**src/rtl/cordic_pkg.sv**
```systemverilog
// Shared CORDIC phase scaling, unwrap state type and the half-turn fold helper.
// Combinational helpers only; no latency, no flow control.
package cordic_pkg;

    localparam int CORDIC_PHASE_WIDTH = 24;
    localparam int CORDIC_HALF_TURN   = 8388607;

    typedef enum logic {
        FIRST = 1'b0,
        TRACK = 1'b1
    } unwrap_state_t;

    typedef logic signed [63:0] wide_t;

    // Fold a raw phase step back into [-half, +half]; exactly +/-half is kept as is.
    function automatic wide_t wrap_delta(input wide_t raw, input wide_t half);
        wide_t span;
        wide_t res;
        span = half + half;
        res  = raw;
        if (raw > half) begin
            res = raw - span;
        end else if (raw < -half) begin
            res = raw + span;
        end
        return res;
    endfunction

endpackage

```
**src/rtl/boxcar_avg.sv**
```systemverilog
// Power-of-two block averager: floor mean of each 2^LOG2_N input pulses.
// Latency 1 cycle after the last sample of a block; no backpressure, pulse in/pulse out.
module boxcar_avg #(
    parameter int WIDTH  = 40,
    parameter int LOG2_N = 4
) (
    input  logic                    clk_i,
    input  logic                    reset_i,
    input  logic                    clear_i,
    input  logic                    in_vld_i,
    input  logic signed [WIDTH-1:0] in_dat_i,
    output logic signed [WIDTH-1:0] avg_dat_o,
    output logic                    avg_vld_o
);
    localparam int            SW   = WIDTH + LOG2_N;
    localparam int            CW   = LOG2_N + 1;
    localparam logic [CW-1:0] LAST = CW'((1 << LOG2_N) - 1);

    logic signed [SW-1:0]    sum_q, sum_d, sum_next;
    logic [CW-1:0]           cnt_q, cnt_d;
    logic signed [WIDTH-1:0] avg_q, avg_d;
    logic                    avg_vld_q, avg_vld_d;

    always_comb begin
        sum_next  = sum_q + SW'(in_dat_i);
        sum_d     = sum_q;
        cnt_d     = cnt_q;
        avg_d     = avg_q;
        avg_vld_d = 1'b0;
        if (clear_i) begin
            sum_d = '0;
            cnt_d = '0;
        end else if (in_vld_i) begin
            // Closing sample: emit the mean and restart so the next pulse opens a new block.
            if (cnt_q == LAST) begin
                sum_d     = '0;
                cnt_d     = '0;
                avg_d     = WIDTH'(sum_next >>> LOG2_N);
                avg_vld_d = 1'b1;
            end else begin
                sum_d = sum_next;
                cnt_d = cnt_q + CW'(1);
            end
        end
    end

    always_ff @(posedge clk_i or negedge reset_i) begin
        if (!reset_i) begin
            sum_q     <= '0;
            cnt_q     <= '0;
            avg_q     <= '0;
            avg_vld_q <= 1'b0;
        end else begin
            sum_q     <= sum_d;
            cnt_q     <= cnt_d;
            avg_q     <= avg_d;
            avg_vld_q <= avg_vld_d;
        end
    end

    assign avg_dat_o = avg_q;
    assign avg_vld_o = avg_vld_q;

endmodule

```
**src/rtl/phase_unwrap_avg.sv**
```systemverilog
// Unwraps CORDIC phase into an unbounded accumulator and block-averages it.
// Latency 2 cycles (unwrapped) / 3 cycles (average) after valid_i; no backpressure, pulse-qualified.
module phase_unwrap_avg
    import cordic_pkg::*;
#(
    parameter int PHASE_WIDTH = CORDIC_PHASE_WIDTH,
    parameter int HALF_TURN   = CORDIC_HALF_TURN,
    parameter int OUT_WIDTH   = 40,
    parameter int LOG2_AVG    = 4
) (
    input  logic                          clk_i,
    input  logic                          reset_i,
    input  logic signed [PHASE_WIDTH-1:0] phi_i,
    input  logic                          valid_i,
    input  logic                          clear_i,
    output logic signed [OUT_WIDTH-1:0]   unwrapped_o,
    output logic                          unwrapped_valid_o,
    output logic signed [OUT_WIDTH-1:0]   avg_o,
    output logic                          avg_valid_o,
    output logic                          overflow_o
);
    localparam int DW = PHASE_WIDTH + 1;

    unwrap_state_t                 state_q, state_d;
    logic signed [PHASE_WIDTH-1:0] phi_prev_q, phi_prev_d;
    logic signed [DW-1:0]          delta_q, delta_d, raw_delta, wrapped;
    logic                          s1_vld_q, s1_vld_d;
    logic                          s1_first_q, s1_first_d;
    logic signed [OUT_WIDTH-1:0]   acc_q, acc_d, acc_sum, delta_ext;
    logic                          acc_vld_q, acc_vld_d;
    logic                          ovf_q, ovf_d;

    always_ff @(posedge clk_i or negedge reset_i) begin
        if (!reset_i) state_q <= FIRST;
        else          state_q <= state_d;
    end

    always_comb begin
        state_d = state_q;
        if (valid_i)      state_d = TRACK;
        else if (clear_i) state_d = FIRST;
    end

    // A sample taken alongside clear starts fresh history, whatever the state.
    always_comb begin
        s1_first_d = clear_i || (state_q == FIRST);
    end

    always_comb begin
        raw_delta  = {phi_i[PHASE_WIDTH-1], phi_i} - {phi_prev_q[PHASE_WIDTH-1], phi_prev_q};
        wrapped    = DW'(wrap_delta(wide_t'(raw_delta), wide_t'(HALF_TURN)));
        phi_prev_d = valid_i ? phi_i : phi_prev_q;
        s1_vld_d   = valid_i;
        delta_d    = delta_q;
        if (valid_i) begin
            delta_d = s1_first_d ? {phi_i[PHASE_WIDTH-1], phi_i} : wrapped;
        end
    end

    always_comb begin
        delta_ext = {{(OUT_WIDTH-DW){delta_q[DW-1]}}, delta_q};
        acc_sum   = acc_q + delta_ext;
        acc_d     = acc_q;
        acc_vld_d = 1'b0;
        ovf_d     = ovf_q;
        if (clear_i) begin
            ovf_d = 1'b0;
        end else if (s1_vld_q) begin
            acc_vld_d = 1'b1;
            if (s1_first_q) begin
                acc_d = delta_ext;
            end else begin
                acc_d = acc_sum;
                if ((acc_q[OUT_WIDTH-1] == delta_ext[OUT_WIDTH-1]) &&
                    (acc_sum[OUT_WIDTH-1] != acc_q[OUT_WIDTH-1])) begin
                    ovf_d = 1'b1;
                end
            end
        end
    end

    always_ff @(posedge clk_i or negedge reset_i) begin
        if (!reset_i) begin
            phi_prev_q <= '0;
            delta_q    <= '0;
            s1_vld_q   <= 1'b0;
            s1_first_q <= 1'b0;
            acc_q      <= '0;
            acc_vld_q  <= 1'b0;
            ovf_q      <= 1'b0;
        end else begin
            phi_prev_q <= phi_prev_d;
            delta_q    <= delta_d;
            s1_vld_q   <= s1_vld_d;
            s1_first_q <= s1_first_d;
            acc_q      <= acc_d;
            acc_vld_q  <= acc_vld_d;
            ovf_q      <= ovf_d;
        end
    end

    boxcar_avg #(
        .WIDTH  (OUT_WIDTH),
        .LOG2_N (LOG2_AVG)
    ) u_boxcar (
        .clk_i     (clk_i),
        .reset_i   (reset_i),
        .clear_i   (clear_i),
        .in_vld_i  (acc_vld_q),
        .in_dat_i  (acc_q),
        .avg_dat_o (avg_o),
        .avg_vld_o (avg_valid_o)
    );

    assign unwrapped_o       = acc_q;
    assign unwrapped_valid_o = acc_vld_q;
    assign overflow_o        = ovf_q;

endmodule
```
**config.mk**
```make
export PLATFORM = sky130hd
export DESIGN_NAME = phase_unwrap_avg
export DESIGN_NICKNAME = d
export VERILOG_FILES = /design/src/rtl/cordic_pkg.sv /design/src/rtl/boxcar_avg.sv /design/src/rtl/phase_unwrap_avg.sv
export SDC_FILE = /design/constraint.sdc
export NUM_CORES = 1
export LEC_CHECK = 0
export BUFFER_PORTS_ARGS = -buffer_cell sky130_fd_sc_hd__buf_2
export CAP_MARGIN = 20
export CORE_MARGIN = 5
export CORE_UTILIZATION = 56
export DETAILED_ROUTE_END_ITERATION = 8
export HOLD_SLACK_MARGIN = 0.15
export PLACE_DENSITY = 0.82
export SYNTH_ARGS = -nofsm -noshare
export SYNTH_HDL_FRONTEND = slang
export SYNTH_HIERARCHICAL = 1
export SYNTH_SLANG_ARGS = --single-unit
```
**constraint.sdc**
```tcl
create_clock -name clk_i -period 6.22 [get_ports clk_i]
set_clock_uncertainty 0.15 [all_clocks]
set_input_delay 0 -clock clk_i [delete_from_list [all_inputs] [get_ports clk_i]]
set_output_delay 0 -clock clk_i [all_outputs]
set_load 0.01 [all_outputs]
```
; Yosys cells after proc, flatten, opt, wreduce, memory -nomap -nowiden
; Index checks and enable logic that the tools add are counted.
[op_classes]
addsub = 6
order_cmp = 2
eq_ne = 4
mux = 21
bitwise = 2
reduce_logical = 9
[ops]
columns = operator, n
row1 = $mux 44, 3
row2 = $mux 25, 3
row3 = $add 44x40->44, 1
row4 = $add 40x25->40, 1
row5 = $mux 40, 1
row6 = $add 25x25->25 const B, 1
row7 = $gt 25x24->1 const B, 1
row8 = $lt 25x24->1 const B, 1
row9 = $sub 24x24->25, 1
row10 = $sub 25x25->25 const B, 1
row11 = $mux 5, 3
row12 = $mux 1, 11
row13 = $reduce_bool 2->1, 4
row14 = $reduce_and 3->1, 2
row15 = $add 5x1->5 const B, 1
row16 = $eq 5x4->1 const B, 1
row17 = $ne 2x2->1 const B, 1
row18 = $not 1->1, 2
row19 = $reduce_and 2->1, 1
row20 = $eq 1x1->1, 1
row21 = $logic_and 1x1->1, 1
row22 = $logic_or 1x1->1, 1
row23 = $ne 1x1->1, 1
[word_totals]
ff_bits = 184
wordCells = 56

; Depth between registers and ports, before layout
; Gate-level depths: netlist (run 1).
[logic_depth]
ltp_word = 7
depth_mapped = 17
depth_no_buf = 16

; By module
; Netlist (run 1), hierarchy kept.
[modules_own_cells]
columns = module, n_inst, cells_each, area_per_inst_um2
row1 = phase_unwrap_avg, 1, 1038, 8415.6
row2 = boxcar_avg, 1, 661, 6000.8

; Worst setup path after synthesis (run 1)
; Ideal clock, no wire load.
[synth_timing]
path_type = register -> register
start = reg phi_prev_q[0]
end = reg delta_q[15]
setup_ps = 126
t_arrival_ps = 3807
setup_slack_ps = 2137
stages_incl_launch_ff = 16
period_less_slack_ps = 4083
cell_sequence = dfrtp_1 -> ha_1 -> inv_1 -> fa_1 -> a21o_1 -> a22oi_2 -> nor2_1 -> or4_1 -> a22o_1 -> or4_4 -> nor4b_4 -> a31oi_2 -> or2_1 -> o22ai_1 -> xor2_1 -> a221o_1
[synth_between]
elab_chain_cells = 5
word_cells_on_any_way = 8
cone_classes = add/sub: 3 / order compare: 2 / mux: 3
[synth_lines]
columns = item, line
row1 = start: declaration, phase_unwrap_avg.sv:25  ; logic signed [PHASE_WIDTH-1:0] phi_prev_q, phi_prev_d;
row2 = start signal: assignment, phase_unwrap_avg.sv:92  ; phi_prev_q <= phi_prev_d;
row3 = $sub 24x24->25 *, phase_unwrap_avg.sv:50  ; raw_delta = {phi_i[PHASE_WIDTH-1], phi_i} - {phi_prev_q[PHASE_WIDTH-1], phi_prev_q};
row4 = $add 25x25->25 or $lt 25x24->1 (tied branches), "cordic_pkg.sv:24, cordic_pkg.sv:23"
row5 = $mux 25, cordic_pkg.sv:23  ; end else if (raw < -half) begin
row6 = $mux 25 *, cordic_pkg.sv:21  ; if (raw > half) begin
row7 = $mux 25 *, phase_unwrap_avg.sv:56  ; delta_d = s1_first_d ? {phi_i[PHASE_WIDTH-1], phi_i} : wrapped;
row8 = end signal: assignment, phase_unwrap_avg.sv:93  ; delta_q <= delta_d;
row9 = end: declaration, phase_unwrap_avg.sv:26  ; logic signed [DW-1:0] delta_q, delta_d, raw_delta, wrapped;
; Every way passes the cells marked *; elsewhere a longest branch is shown, timed or not.
; A chain may end at the register's enable or synchronous reset.

; Final worst setup path (run 1)
[layout_timing]
start = reg phi_prev_q[0]
end = reg delta_q[13]
; Same word-level chain as after synthesis.

==> metrics list, run 1 <==
- Run status: completed
* Critical path's slowest cell: sky130_fd_sc_hd__dlygate4sd3_1
- Detailed routing inserted a total of 13500 vias.
- Pwr per Cell Area: 330 nW/µm²
- Post-detailed-routing wire length: 40900 µm
* EDFF count, synth: 0
* Hold Path Class: primary input to flop
- The critical path runs through a total of 16 cells.
* Kind of start point of the critical path: flop
- Clock tree synthesis found a total of 184 sinks.
* Setup slack, reg-to-reg: 1.00 ns
- Count of endpoints failing hold in the final timing report: 0
- Mux contribution to synthesized area: 2.02%
* Fraction of power consumed by sequential logic: 29.8%
- The cell family contributing the most delay on the critical path is compound AO/OA/AOI/OAI gates.
- Distinct cell type count of the synthesized netlist: 98
- The filler cells instantiated in the layout total 2085.
* Crit path time final: 5.22 ns
* Post-synthesis share of cell area spent on xor and xnor gates: 5.58%
* Buf+Inv Stages, Crit Path: 2
- H-Tree Level Count: 4
- Post-route clock period utilization: 83.9%
- After global routing the overflow that remains totals 0.
- In this run the worst path has a maximum fanout of 15.
* Terminus of the critical flop-to-flop path: delta_q[13]
* Fraction of power consumed by the clock network: 21.0%
* Layout overhead on the synthesized area: 12.6%
- In the final layout, the share of cells above drive strength 1 is 12.2%.
- Final weighted congestion in routability-driven placement: 0.950
- Chip Width: 170 µm
- In this run, CTS created clock tree buffers numbering 17.
- Wire length of the first global-routing pass: 66500 µm
- Number of warnings issued by yosys: 6
* Measured slew at the worst slew-check pin: 1.15 ns
- Per report_power, the combinational group accounts for 49.2% of the total.
* Cell count after synthesis: 1699
- Maximum cell stage delay along the critical path: 0.57 ns
- Highest clock frequency the design can meet: 0.192 GHz
- Once the floorplan was initialized, standard cells occupied 57.1% of the core.
- Antenna violations before repair: 0
- The die covers 29100 µm².
* Combinational family with the most area after synthesis: compound AO/OA/AOI/OAI gates
* TritonCTS clock tree: built
* Switching power of the nets: 2.37 mW
- Die H: 170 µm
- Count of state elements after synthesis: 184
* Mean number of vias per cell: 6.29
* Setup repair after global routing missed its margin: false
- Data required time at the worst endpoint: 6.44 ns
- Final total negative setup slack: 0 ns
- The count of nets left with antenna violations once routing finished came out at 0.
* Clock root buffer: sky130_fd_sc_hd__clkbuf_16
* Synthesized area per cell: 8.49 µm²
- Worst setup path startpoint: phi_prev_q[0]
* Input/output buffers: 110
- Critical Path Sink: delta_q[13]
- Floorplan row count: 58
- Number of cells on the worst reg-to-reg path: 16
* Max-slew headroom: 22.6%
- Arrival time of the worst setup path: 5.44 ns
* Post-Synth Adder-Cell Area: 9.96%
- Number of nets in the synthesized netlist: 1840
* Async set-reset flop share out of synthesis: 100%
- Across the VDD grid, the largest voltage drop is 214 µV.
- Clock-pin slew was measured on the worst setup and hold paths at 0.08 ns.
- Critical Path End Type: flop
- For this run, design rule violations remaining after detail routing come to 0.
- Simple-gate area share of the yosys netlist: 19.7%
- NumNets Final: 1952
* Antenna diode count: 0
- The number of global-route vias before repair was 13100.
* Max Buffers Root-to-Sink: 2
- Footprint of the flip-flops and latches: 4610 µm²
- Internal power: 2.99 mW
* Maximum number of pins on one net before global-route repair: 94
* Number of pins exceeding their max-slew limit in the final report: 0
- Walking the worst path, the cells encountered are ha_1, inv_1, fa_1, a21o_1, a22oi_2, o31ai_1, or3_1, xnor2_2, o21ai_1, nor4b_2, a31oi_2, o32ai_2, xor2_1, nand2_1, a31oi_1, dlygate4sd3_1.
- After legalization and detailed placement, the total HPWL measured 30500 µm.
* Final core occ: 64.3%
- After the first detailed-routing iteration, the DRC count stood at 1075.
* Top FF cell, synth: sky130_fd_sc_hd__dfrtp_1
* Crit Path Class: flop to flop
- Dividing the detail-routed wire length by the instance count gives 19.0 µm.
- Summing the areas of all compound-gate instances in the mapped netlist gives 26.8% of the synthesized area.
- Area of the multi-input gates: 9250 µm²
- Clock Latency Late Sink: 0.43 ns
- Summed over all cells, the static leakage comes to 7.82 nW.
- For this run, the register share of the synthesized area comes to 31.9%.
- Net switching is 44.2% of the power.
* Final setup violation count: 0
* Total track usage: 27.8%
* Core region area: 25300 µm²
* Maximum capacitance violations: 0
- The cell area that synthesis handed to floorplanning was 14400 µm².
- I/O Pins: 111
* DR pass1 iterations: 7
- Origin of the critical flop-to-flop path: phi_prev_q[0]
==> state kept, by name (all words and copies together), names as in the netlist <==
signal	flops
u_boxcar/sum_q	44
overflow_o	1
u_boxcar/avg_vld_o	1
u_boxcar/avg_dat_o	40
u_boxcar/cnt_q	5
unwrapped_valid_o	1
state_q	1
unwrapped_o	40
s1_vld_q	1
s1_first_q	1
phi_prev_q	24
delta_q	25
==> Yosys cell counts, drive strengths merged, types with 6 or more instances <==
cell type	number	area, µm²
a211o	11	97.6
a211oi	18	135
a21boi	6	45.1
a21o	65	488
a21oi	124	624
a221o	7	70.1
a221oi	11	115
a22o	34	298
a31o	6	52.6
a31oi	16	121
a41oi	6	52.6
and2	18	113
and3	16	100
buf	16	101
clkbuf	58	230
dfrtp	184	4600
ha	110	1380
inv	64	240
mux2	17	191
mux2i	10	100
nand2	208	781
nand2b	21	131
nand3	32	160
nand4	32	213
nor2	136	510
nor2b	11	68.8
nor3	25	125
nor3b	6	45.0
nor4	14	109
o211a	6	60.1
o211ai	20	160
o21a	20	150
o21ai	118	591
o21bai	14	105
o221ai	6	52.6
o22ai	9	56.3
o2bb2ai	7	67.6
o31ai	14	105
or2	17	106
or3	16	105
xnor2	49	437
xor2	42	368
==> per-layer routing <==
layer | global-route usage, % | share of wire [%] | vias up
met5 | 0 | 0 | -
met4 | 9.06 | 3.1 | 0
met3 | 2.86 | 5.5 | 92
met2 | 48.1 | 48 | 496
met1 | 36.8 | 43 | 6465
li1 | - | - | 6494
==> layout make-up <==
cell class | instances | area share, %
clock buffer | 17 | 2.62
clock inverter | 15 | 1.09
inverter | 65 | 1.50
multi-input combinational | 1376 | 57.0
sequential | 184 | 28.4
tap | 330 | 2.54
timing repair buffer | 167 | 6.91
==> placed cells by master (no fill, tap or decap), types with 25 or more instances in the layout <==
cell / Yosys / layout
sky130_fd_sc_hd__xor2_1: 42 / 42
sky130_fd_sc_hd__ha_1: 110 / 110
sky130_fd_sc_hd__nor2_1: 136 / 134
sky130_fd_sc_hd__nor3_1: 25 / 25
sky130_fd_sc_hd__a21oi_1: 123 / 123
sky130_fd_sc_hd__dlygate4sd3_1: 0 / 45
sky130_fd_sc_hd__a21o_1: 65 / 65
sky130_fd_sc_hd__nand4_1: 30 / 30
sky130_fd_sc_hd__inv_1: 63 / 63
sky130_fd_sc_hd__a22o_1: 34 / 34
sky130_fd_sc_hd__nand3_1: 32 / 32
sky130_fd_sc_hd__dfrtp_1: 184 / 183
sky130_fd_sc_hd__xnor2_1: 48 / 48
sky130_fd_sc_hd__nand2_1: 208 / 208
sky130_fd_sc_hd__buf_2: 6 / 109
sky130_fd_sc_hd__o21ai_0: 111 / 110
==> per-stage QoR <==
step	power (mW)	area (µm²)	cells	hold WS (ns)	setup WS [ns]
floorplan	3.50	14400	1699	-0.446	2.14
global placement	4.08	15100	2074	0.0156	1.55
detailed placement	4.15	15100	2074	0.0251	1.52
CTS	5.31	16200	2151	0.244	1.10
global route	5.71	16200	2154	0.284	0.645
finish	5.36	16200	2154	0.253	1.00
==> how the worst min path moves through the flow <==
stage,startpoint,to,cells past startpoint
6_report,phi_i[0],phi_prev_q[0],3
5_1_grt,phi_i[0],phi_prev_q[0],3
4_1_cts,phi_i[0],phi_prev_q[0],3
3_5_place_dp,reset_i,u_boxcar/avg_dat_o[35],1
3_3_place_gp,reset_i,u_boxcar/avg_dat_o[35],1
2_1_floorplan,reset_i,delta_q[0],0
==> tightest hold or removal path, delay by kind of cell <==
kind     cells  cell delay [ns]
mux          1             0.15
buf+inv      2             0.66
==> power by group through the flow <==
stage | registers, mW | clock network [mW] | logic (mW)
after floorplan | 1.55 | 0 | 1.95
after global placement | 1.60 | 0 | 2.47
after detailed placement | 1.61 | 0 | 2.54
after CTS | 1.59 | 1.14 | 2.59
after global routing | 1.62 | 1.18 | 2.91
final | 1.60 | 1.13 | 2.64
==> cell families (layout without fill, tap and decap cells) <==
kind of cell / count (synthesis) / after routing
AO/OA/AOI/OAI: 564 / 564
XOR/XNOR: 91 / 91
adder cells (fa/ha/maj): 113 / 113
buffers and inverters: 139 / 264
flip-flops: 184 / 184
multiplexers: 27 / 27
AND/OR/NAND/NOR: 581 / 581
==> repair_timing <==
action	CTS	global route
resized for setup	0	0
hold endpoints to repair	161	0
hold buffers	45	0
buffers inserted	0	0
Power figures use the tool's default switching activity.
==> run 2: changes to the inputs <==
- ABC_AREA: not set -> 1
- clock period: 6.22 -> 5.5 ns (I/O delays scaled with it)
==> run 2 against run 1 <==
- power up 27%
- synthesized cell count is 59% higher
- design area grew 17%
- maximum frequency grew 28%
- global-route usage rose by 7.4 points
- die area is 16% higher
- wire length increased by 45%
- largest cell class unchanged
- non-clock buffer count increased by 11
==> metrics list, run 2 <==
- The library cell used most frequently in the layout, excluding fill and tap cells, is sky130_fd_sc_hd__nand2_1.
- The fraction of layout instances using a drive strength above 1 is 9.46% (-2.8 points).
- The initial antenna violation count was 2 (+2).
* Mean number of vias per cell: 5.62 (-11%)
- The transition time of the tightest slew-check pin is 1.00 ns (-0.153 ns).
- The count of TritonRoute iterations in the first routing pass was 6 (-1).
* Top cell type by total area after synthesis: sky130_fd_sc_hd__dfrtp_1
* Max-slew headroom: 33.3% (+11 points)
* Run status: completed
- The number of distinct library cells after synthesis came to 54 (-45%).
- By instance count, the leading cell after synthesis is sky130_fd_sc_hd__nand2_1.
- Number of fill cells: 2783 (+33%)
* Number of nets in the synthesized netlist: 2838 (+54%)
* Top FF cell, synth: sky130_fd_sc_hd__dfrtp_1
- Origin of the critical flop-to-flop path: unwrapped_o[1]
- I/O Pins: 111 (unchanged)
* Cell area after layout: 19000 µm² (+17%)
* Synthesized area per cell: 6.28 µm² (-26%)
- Chip Width: 184 µm (+7.9%)
* Pwr per Cell Area: 358 nW/µm² (+8.4%)
* Total track usage: 35.2% (+7.4 points)
- Maximum capacitance violations: 0 (unchanged)
- The root buffer cell chosen for the clock tree is sky130_fd_sc_hd__clkbuf_16.
* Final total negative setup slack: 0 ns (unchanged)
* Number of cells on the worst reg-to-reg path: 13 (-3)
* Clock-pin slew on the worst setup and hold paths: 0.08 ns (about the same)
- Remaining design rule violation count: 0 (unchanged)
- The required time at the worst-slack endpoint is 5.70 ns (-0.74 ns).
* Setup repair after global routing missed its margin: false
- The maximum count of clock buffers along a single path was 2 (unchanged).
- Critical Path Sink: unwrapped_o[26]
- The number of cells produced by synthesis was 2697 (+59%).
- Antenna diode count: 0 (unchanged)
- The number of global-route vias before repair was 17900 (+36%).
- TritonCTS Sinks: 184 (unchanged)
* Terminus of the critical flop-to-flop path: unwrapped_o[26]
- Maximum number of pins on one net before global-route repair: 66 (-30%)
- Core region area: 29700 µm² (+18%)
- The aggregate routed wire length was 59200 µm (+45%).
* Crit path time final: 4.08 ns (-1.13 ns)
- The number of enable-type register cells in the synthesized netlist was 0 (unchanged).
- The final clock period utilization by the worst path came to 74.2% (-9.6 points).
- The fraction of registers with async set/reset was 100% (unchanged).
* Clock Latency Late Sink: 0.46 ns (+0.03 ns)
* Initial core utilization: 57.0% (-0.10 points)
- Standard cell area after detailed placement: 17800 µm² (+18%)
* Final HPWL from detailed placement: 46700 µm (+53%)
- Hold Path Class: primary input to flop
- The fmax came to 0.245 GHz (+28%).
- Layout overhead on the synthesized area: 11.9%
- The proportion of synthesized chip area in sequential cells is 27.2% (-4.7 points).
- Detailed router's first-iteration violation count: 1613 (+50%)
- The data arrival time of the critical path was 4.28 ns (-1.16 ns).
- Count of state elements after synthesis: 184 (unchanged)
- The most critical setup path has its startpoint at unwrapped_o[1].
* Floorplan row count: 63 (+8.6%)
- The Yosys warning count was 6 (unchanged).
- Most frequent cells in the layout: sky130_fd_sc_hd__nand2_1 (959), sky130_fd_sc_hd__inv_1 (381), sky130_fd_sc_hd__nor2_1 (211)
- The die extent in y is 184 µm (+7.9%).
- The total standard cell area after synthesis came to 16900 µm² (+17%).
* Post-synth top area share: 27.2% (-4.7 points)
* Number of buffers created by CTS: 17 (unchanged)
* Cts repair resizes: 0 (unchanged)
* Antenna-violating nets left: 0 (unchanged)
- Input/output buffers: 110 (unchanged)
- The H-tree depth reported by CTS was 4 (unchanged).
* Final setup violation count: 0 (unchanged)
* Sum of overflow across all layers after global routing: 0 (unchanged)
- The mean routed wirelength per cell was 18.2 µm (-3.9%).
- Total Die Area: 33800 µm² (+16%)
- By area the synthesized netlist is led by sky130_fd_sc_hd__dfrtp_1 (27%), sky130_fd_sc_hd__nand2_1 (21%), sky130_fd_sc_hd__inv_1 (8.4%).
* Number of pins exceeding their max-slew limit in the final report: 0 (unchanged)
- The total count of hold-check failures in the final report is 0 (unchanged).
- STA classifies the critical path startpoint as a flop.
- The hold-critical path depth is 4 (+1).
* Most flop-heavy register: u_boxcar/sum_q
* Largest register FFs: 44 (unchanged)
* Crit Path Class: flop to flop
* Most common library cells after synthesis: sky130_fd_sc_hd__nand2_1 (959), sky130_fd_sc_hd__inv_1 (381), sky130_fd_sc_hd__nor2_1 (212), sky130_fd_sc_hd__dfrtp_1 (184), sky130_fd_sc_hd__nand3_1 (166)
- NumNets Final: 2983 (+53%)
* TritonCTS clock tree: built
- STA classifies the critical path endpoint as a flop.
- The final estimated routing congestion in global placement came to 0.993 (+4.5%).
- The global-route wire length before repair was 94900 µm (+43%).
* Critical path fanouts, max: 5 (-10)
- The static leakage is 10.3 nW (+32%).
- The highest ir drop seen on vdd came to 261 µV (+22%).
* Setup slack, reg-to-reg: 1.42 ns (+0.41 ns)
- Via count: 18200 (+35%)
## run 2: cell count changes in the layout (fill, tap and decap cells not counted), moves of 17 or more
| cell | change |
|---|---|
| sky130_fd_sc_hd__nand2_1 | +751 |
| sky130_fd_sc_hd__inv_1 | +318 |
| sky130_fd_sc_hd__nand3_1 | +134 |
| sky130_fd_sc_hd__nor2_1 | +77 |
| sky130_fd_sc_hd__a21o_1 | -60 |
| sky130_fd_sc_hd__nand2_2 | +35 |
| sky130_fd_sc_hd__a22o_1 | -32 |
| sky130_fd_sc_hd__o21ai_0 | +31 |
| sky130_fd_sc_hd__nand2b_1 | -19 |
| sky130_fd_sc_hd__xnor2_1 | -18 |
| sky130_fd_sc_hd__a211oi_1 | -17 |
| sky130_fd_sc_hd__mux2_2 | -17 |
## run 2: layer usage
layer  share of wire (%)  vias to the layer above  GRT usage, %
met5               0.022                        -             0
met4                 4.3                        2          14.4
met3                 7.6                      169          4.87
met2                  47                      829          59.3
met1                  41                     8406          45.7
li1                    -                     8843             -
## run 2: how the worst min path moves through the flow
stage | from | end | slack [ns]
6_report | phi_i[14] | phi_prev_q[14] | 0.19
5_1_grt | phi_i[14] | phi_prev_q[14] | 0.23
4_1_cts | phi_i[14] | phi_prev_q[14] | 0.18
3_5_place_dp | reset_i | u_boxcar/cnt_q[1] | -0.15
3_3_place_gp | reset_i | u_boxcar/cnt_q[1] | -0.15
2_1_floorplan | reset_i | delta_q[0] | -0.45
## run 2: final cells by class
cell class | instances | area [µm²] | area share [%]
multi-input cells | 2065 | 10600 | 55.8
clock buffers | 18 | 429 | 2.26
inverters | 396 | 1490 | 7.84
well taps | 390 | 488 | 2.57
repair buffers | 178 | 1250 | 6.58
flip-flops and latches | 184 | 4600 | 24.3
clock inverters | 14 | 133 | 0.700
## run 2: repair_timing
item	4_1_cts	5_1_grt
endpoints found under the hold margin	293	0
setup buffers	0	0
hold buffers	54	0
## run 2: worst max-delay path, stage by stage (launching register included)
cell and delay, ns:
sky130_fd_sc_hd__dfrtp_1 0.46, sky130_fd_sc_hd__inv_1 0.11, sky130_fd_sc_hd__fa_1 0.45, sky130_fd_sc_hd__nand3b_1 0.20, sky130_fd_sc_hd__nand2_1 0.18, sky130_fd_sc_hd__a21boi_0 0.18
sky130_fd_sc_hd__o21ai_0 0.40, sky130_fd_sc_hd__a21oi_1 0.21, sky130_fd_sc_hd__o21ai_0 0.64, sky130_fd_sc_hd__a21boi_0 0.35, sky130_fd_sc_hd__o21ai_0 0.33, sky130_fd_sc_hd__a21oi_1 0.10
sky130_fd_sc_hd__o21ai_0 0.10, sky130_fd_sc_hd__a21oi_1 0.09
## run 2: metrics by stage
step	hold WS [ns]	setup WS, ns	power (mW)	instances	util (%)
after global placement	-0.152	1.64	5.35	3157	59.9
final	0.185	1.42	6.79	3245	63.8
after CTS	0.177	1.52	6.71	3244	63.7
after floorplan	-0.446	2.40	4.37	2697	-
after detailed placement	-0.148	1.52	5.41	3158	60.0
after global routing	0.229	1.10	7.29	3245	63.8
## run 2: power by group
part | internal, mW | leakage, nW | total (mW) | switching (mW)
Clock | 0.599 | 0.272 | 1.24 | 0.639
Sequential | 1.53 | 2.32 | 1.81 | 0.273
Combinational | 1.25 | 7.75 | 3.74 | 2.49
Total | 3.38 | 10.3 | 6.79 | 3.40
## run 2: kinds of logic (layout without fill, tap and decap cells)
logic type      Yosys count  in the layout  synth area share [%]
compound gates          358            358                  11.5
xor+xnor                 83             83                  4.34
fa+ha+maj               113            113                  8.48
buf+inv                 448            606                  10.4
flops                   184            184                  27.2
simple gates           1511           1511                  38.0
==> run 3: changes to the inputs <==
- ABC_AREA: 1 -> 0
- clock period: 5.5 -> 3.9 ns (I/O delays scaled with it)
==> run 3 against run 2 <==
- the flow now finishes with violations (negative setup slack)
- cell count down 27%
- combinational power up 39%
- sequential share of layout area up 0.80 points
- first-iteration DRC count down 31%
- via count down 19%
- critical path depth up 3
- design area down 3.2%
- hold slack better by 0.010 ns
- register-to-register slack worse by 1.6 ns
- die area down 14%
- wire length down 22%
- clock-buffer cell count unchanged
- critical endpoint is now delta_q[18]
==> metrics list, run 3 (synthesis gave the netlist of run 1 again) <==
* Arrival time of the worst setup path: 4.29 ns (about the same)
- Kind of start point of the critical path: flop
- Violations in the final reports: negative setup slack
- Critical Path End Type: flop
* Sum of overflow across all layers after global routing: 0 (unchanged)
* Via count: 14800 (-19%)
* Max Buffers Root-to-Sink: 2 (unchanged)
* Largest register FFs: 44 (unchanged)
* Crit path time final: 4.12 ns (+0.0394 ns)
- The post-placement setup slack came to -0.399 ns (-1.92 ns).
* Wire length of the first global-routing pass: 74400 µm (-22%)
- Leaving out fill and tap cells, the most frequent cell in the layout is sky130_fd_sc_hd__buf_4.
* Vias in the first global route: 14600 (-18%)
- Number of buffers created by CTS: 17 (unchanged)
- Layout overhead on the synthesized area: 27.3%
* Mean number of vias per cell: 6.27 (+12%)
* Detailed router's first-iteration violation count: 1106 (-31%)
- Max-slew headroom: 21.5% (-12 points)
* Total track usage: 31.5% (-3.7 points)
- Core region area: 25300 µm² (-15%)
- u_boxcar/sum_q holds more flip-flops than any other register.
- Clock-pin slew on the worst setup and hold paths: 0.08 ns (about the same)
- Depth of the worst hold-timing path: 6 (+2)
- The count of max-cap constraint violations was 0 (unchanged).
- The critical path in this run is classified as flop to flop.
* Highest clock frequency the design can meet: 0.243 GHz (-0.96%)
* Critical path fanouts, max: 5 (unchanged)
- Final weighted congestion in routability-driven placement: 0.964 (-2.9%)
- Setup repair after global routing missed its margin: true
* Number of cells on the worst reg-to-reg path: 16 (+3)
- The sink count of the clock tree came to 184 (unchanged).
* NumNets Final: 2159 (-28%)
* Number of pins exceeding their max-slew limit in the final report: 0 (unchanged)
* Antenna-violating nets left: 0 (unchanged)
* Hold Path Class: primary input to flop
- The required time at the worst-slack endpoint was 4.07 ns (-1.63 ns).
- Leakage power: 8.95 nW (-13%)
- Post-route clock period utilization: 106% (+31 points)
- Post-layout worst setup margin: -0.223 ns (-1.64 ns)
* Run status: finished, violations left
* Final setup violation count: 21 (+21)
- The total count of hold-check failures in the final report is 0 (unchanged).
- In the layout the commonest cells are sky130_fd_sc_hd__buf_4 (207), sky130_fd_sc_hd__nand2_1 (205), sky130_fd_sc_hd__dfrtp_1 (183).
- Input/output buffers: 110 (unchanged)
- Clock Latency Late Sink: 0.45 ns (about the same)
- The die extent in y came to 170 µm (-7.3%).
- The total negative slack for setup checks is -2.75 ns (-2.75 ns).
- Chip Width: 170 µm (-7.3%)
* Total Die Area: 29100 µm² (-14%)
* Pwr per Cell Area: 514 nW/µm² (+44%)
- Maximum ir drop on the vdd rail: 284 µV (+8.8%)
- Antenna violations before repair: 2 (unchanged)
* Maximum number of pins on one net before global-route repair: 75 (+14%)
- The count of TritonRoute iterations in the first routing pass was 5 (-1).
* TritonCTS clock tree: built
- Post-detailed-routing wire length: 46400 µm (-22%)
- Share of layout cells above drive strength 1: 24.3% (+15 points)
* Wire length per cell after detailed routing: 19.6 µm (+7.7%)
- Measured slew at the worst slew-check pin: 1.17 ns (+0.169 ns)
- The count of standard-cell rows is 58 (-7.9%).
- H-Tree Level Count: 4 (unchanged)
- The DRC violations left was 0 (unchanged).
- The half-perimeter wire length of the detailed placement result was 34100 µm (-27%).
- The count of pins on the block boundary was 111 (unchanged).
- Clock root buffer: sky130_fd_sc_hd__clkbuf_16
* Initial core utilization: 57.1% (+0.10 points)
## run 3: changes by cell type in the layout (fill, tap and decap cells not counted), moves of 17 or more
cell                       before  now
sky130_fd_sc_hd__a22o_1         2   34
sky130_fd_sc_hd__o21ai_0      141  105
sky130_fd_sc_hd__nand2_2       35    2
sky130_fd_sc_hd__nand3_1      166   32
sky130_fd_sc_hd__a21o_1         5   65
sky130_fd_sc_hd__inv_1        381   62
sky130_fd_sc_hd__nand2b_1       1   18
sky130_fd_sc_hd__a21oi_1      139  121
sky130_fd_sc_hd__mux2_2         0   17
sky130_fd_sc_hd__buf_4         12  207
sky130_fd_sc_hd__nor2_1       211  130
sky130_fd_sc_hd__nand2_1      959  205
## run 3: where the power goes
| group | switching [mW] | leakage [nW] | total, mW | internal, mW |
|---|---|---|---|---|
| combinational | 2.94 | 6.29 | 5.21 | 2.27 |
| sequential | 0.303 | 2.38 | 2.47 | 2.17 |
| clock | 0.895 | 0.284 | 1.76 | 0.861 |
## run 3: critical path: stages, from the launching register on
cell                      delay [ns]
sky130_fd_sc_hd__dfrtp_1        0.36
sky130_fd_sc_hd__ha_2           0.19
sky130_fd_sc_hd__inv_2          0.04
sky130_fd_sc_hd__fa_2           0.34
sky130_fd_sc_hd__a21o_1         0.19
sky130_fd_sc_hd__a22oi_2        0.14
sky130_fd_sc_hd__buf_6          0.14
sky130_fd_sc_hd__nor2_4         0.03
sky130_fd_sc_hd__or4_4          0.42
sky130_fd_sc_hd__a22o_1         0.26
sky130_fd_sc_hd__or4_4          0.44
sky130_fd_sc_hd__buf_4          0.17
sky130_fd_sc_hd__or3_4          0.43
sky130_fd_sc_hd__nor3_2         0.17
sky130_fd_sc_hd__a31oi_1        0.08
sky130_fd_sc_hd__nand3_1        0.09
sky130_fd_sc_hd__or3b_1         0.34
## run 3: per-layer routing
metal	up-vias	GRT usage, %	wire, µm
met2	596	55.4	23000
met1	7189	39.6	18900
met5	-	0	7
met3	117	4.02	2660
li1	6915	-	-
met4	2	11.9	1760
## run 3: path summary, 6_finish.rpt
path	startpoint	end	slack, ns
min	phi_i[0]	delta_q[0]	0.20
min in group asynchronous	reset_i	u_boxcar/sum_q[39]	0.58
max in group asynchronous	reset_i	phi_prev_q[22]	2.52
max	phi_prev_q[0]	delta_q[18]	-0.22
min reg2reg	u_boxcar/avg_dat_o[19]	u_boxcar/avg_dat_o[19]	0.33
max reg2reg	phi_prev_q[0]	delta_q[18]	-0.22
## run 3: area by class of cell
cell class | count | area, µm²
diodes | 1 | 2.50
clock buffers | 18 | 429
clock inverters | 14 | 150
fillers | 1897 | 6900
inverters | 65 | 244
multi-input cells | 1376 | 9790
flip-flops and latches | 184 | 4610
well taps | 330 | 413
repair buffers | 374 | 2730
## run 3: stage by stage
step	util, %	power [mW]	hold WS, ns	instance area, µm²	cells
6_report	72.7	9.44	0.196	18400	2362
5_1_grt	72.7	10.0	0.224	18400	2361
4_1_cts	71.6	9.20	0.155	18100	2354
3_5_place_dp	65.7	7.22	-0.0772	16600	2259
3_3_place_gp	65.7	7.08	-0.0882	16600	2259
2_1_floorplan	-	5.59	-0.446	14500	1699
## run 3: what timing repair did
action	CTS	global route
cloned	0	0
hold endpoints to repair	244	0
buffers inserted	13	6
hold buffers	51	0
gates resized for setup	54	39
pin swaps	34	29
setup endpoints to repair	29	31
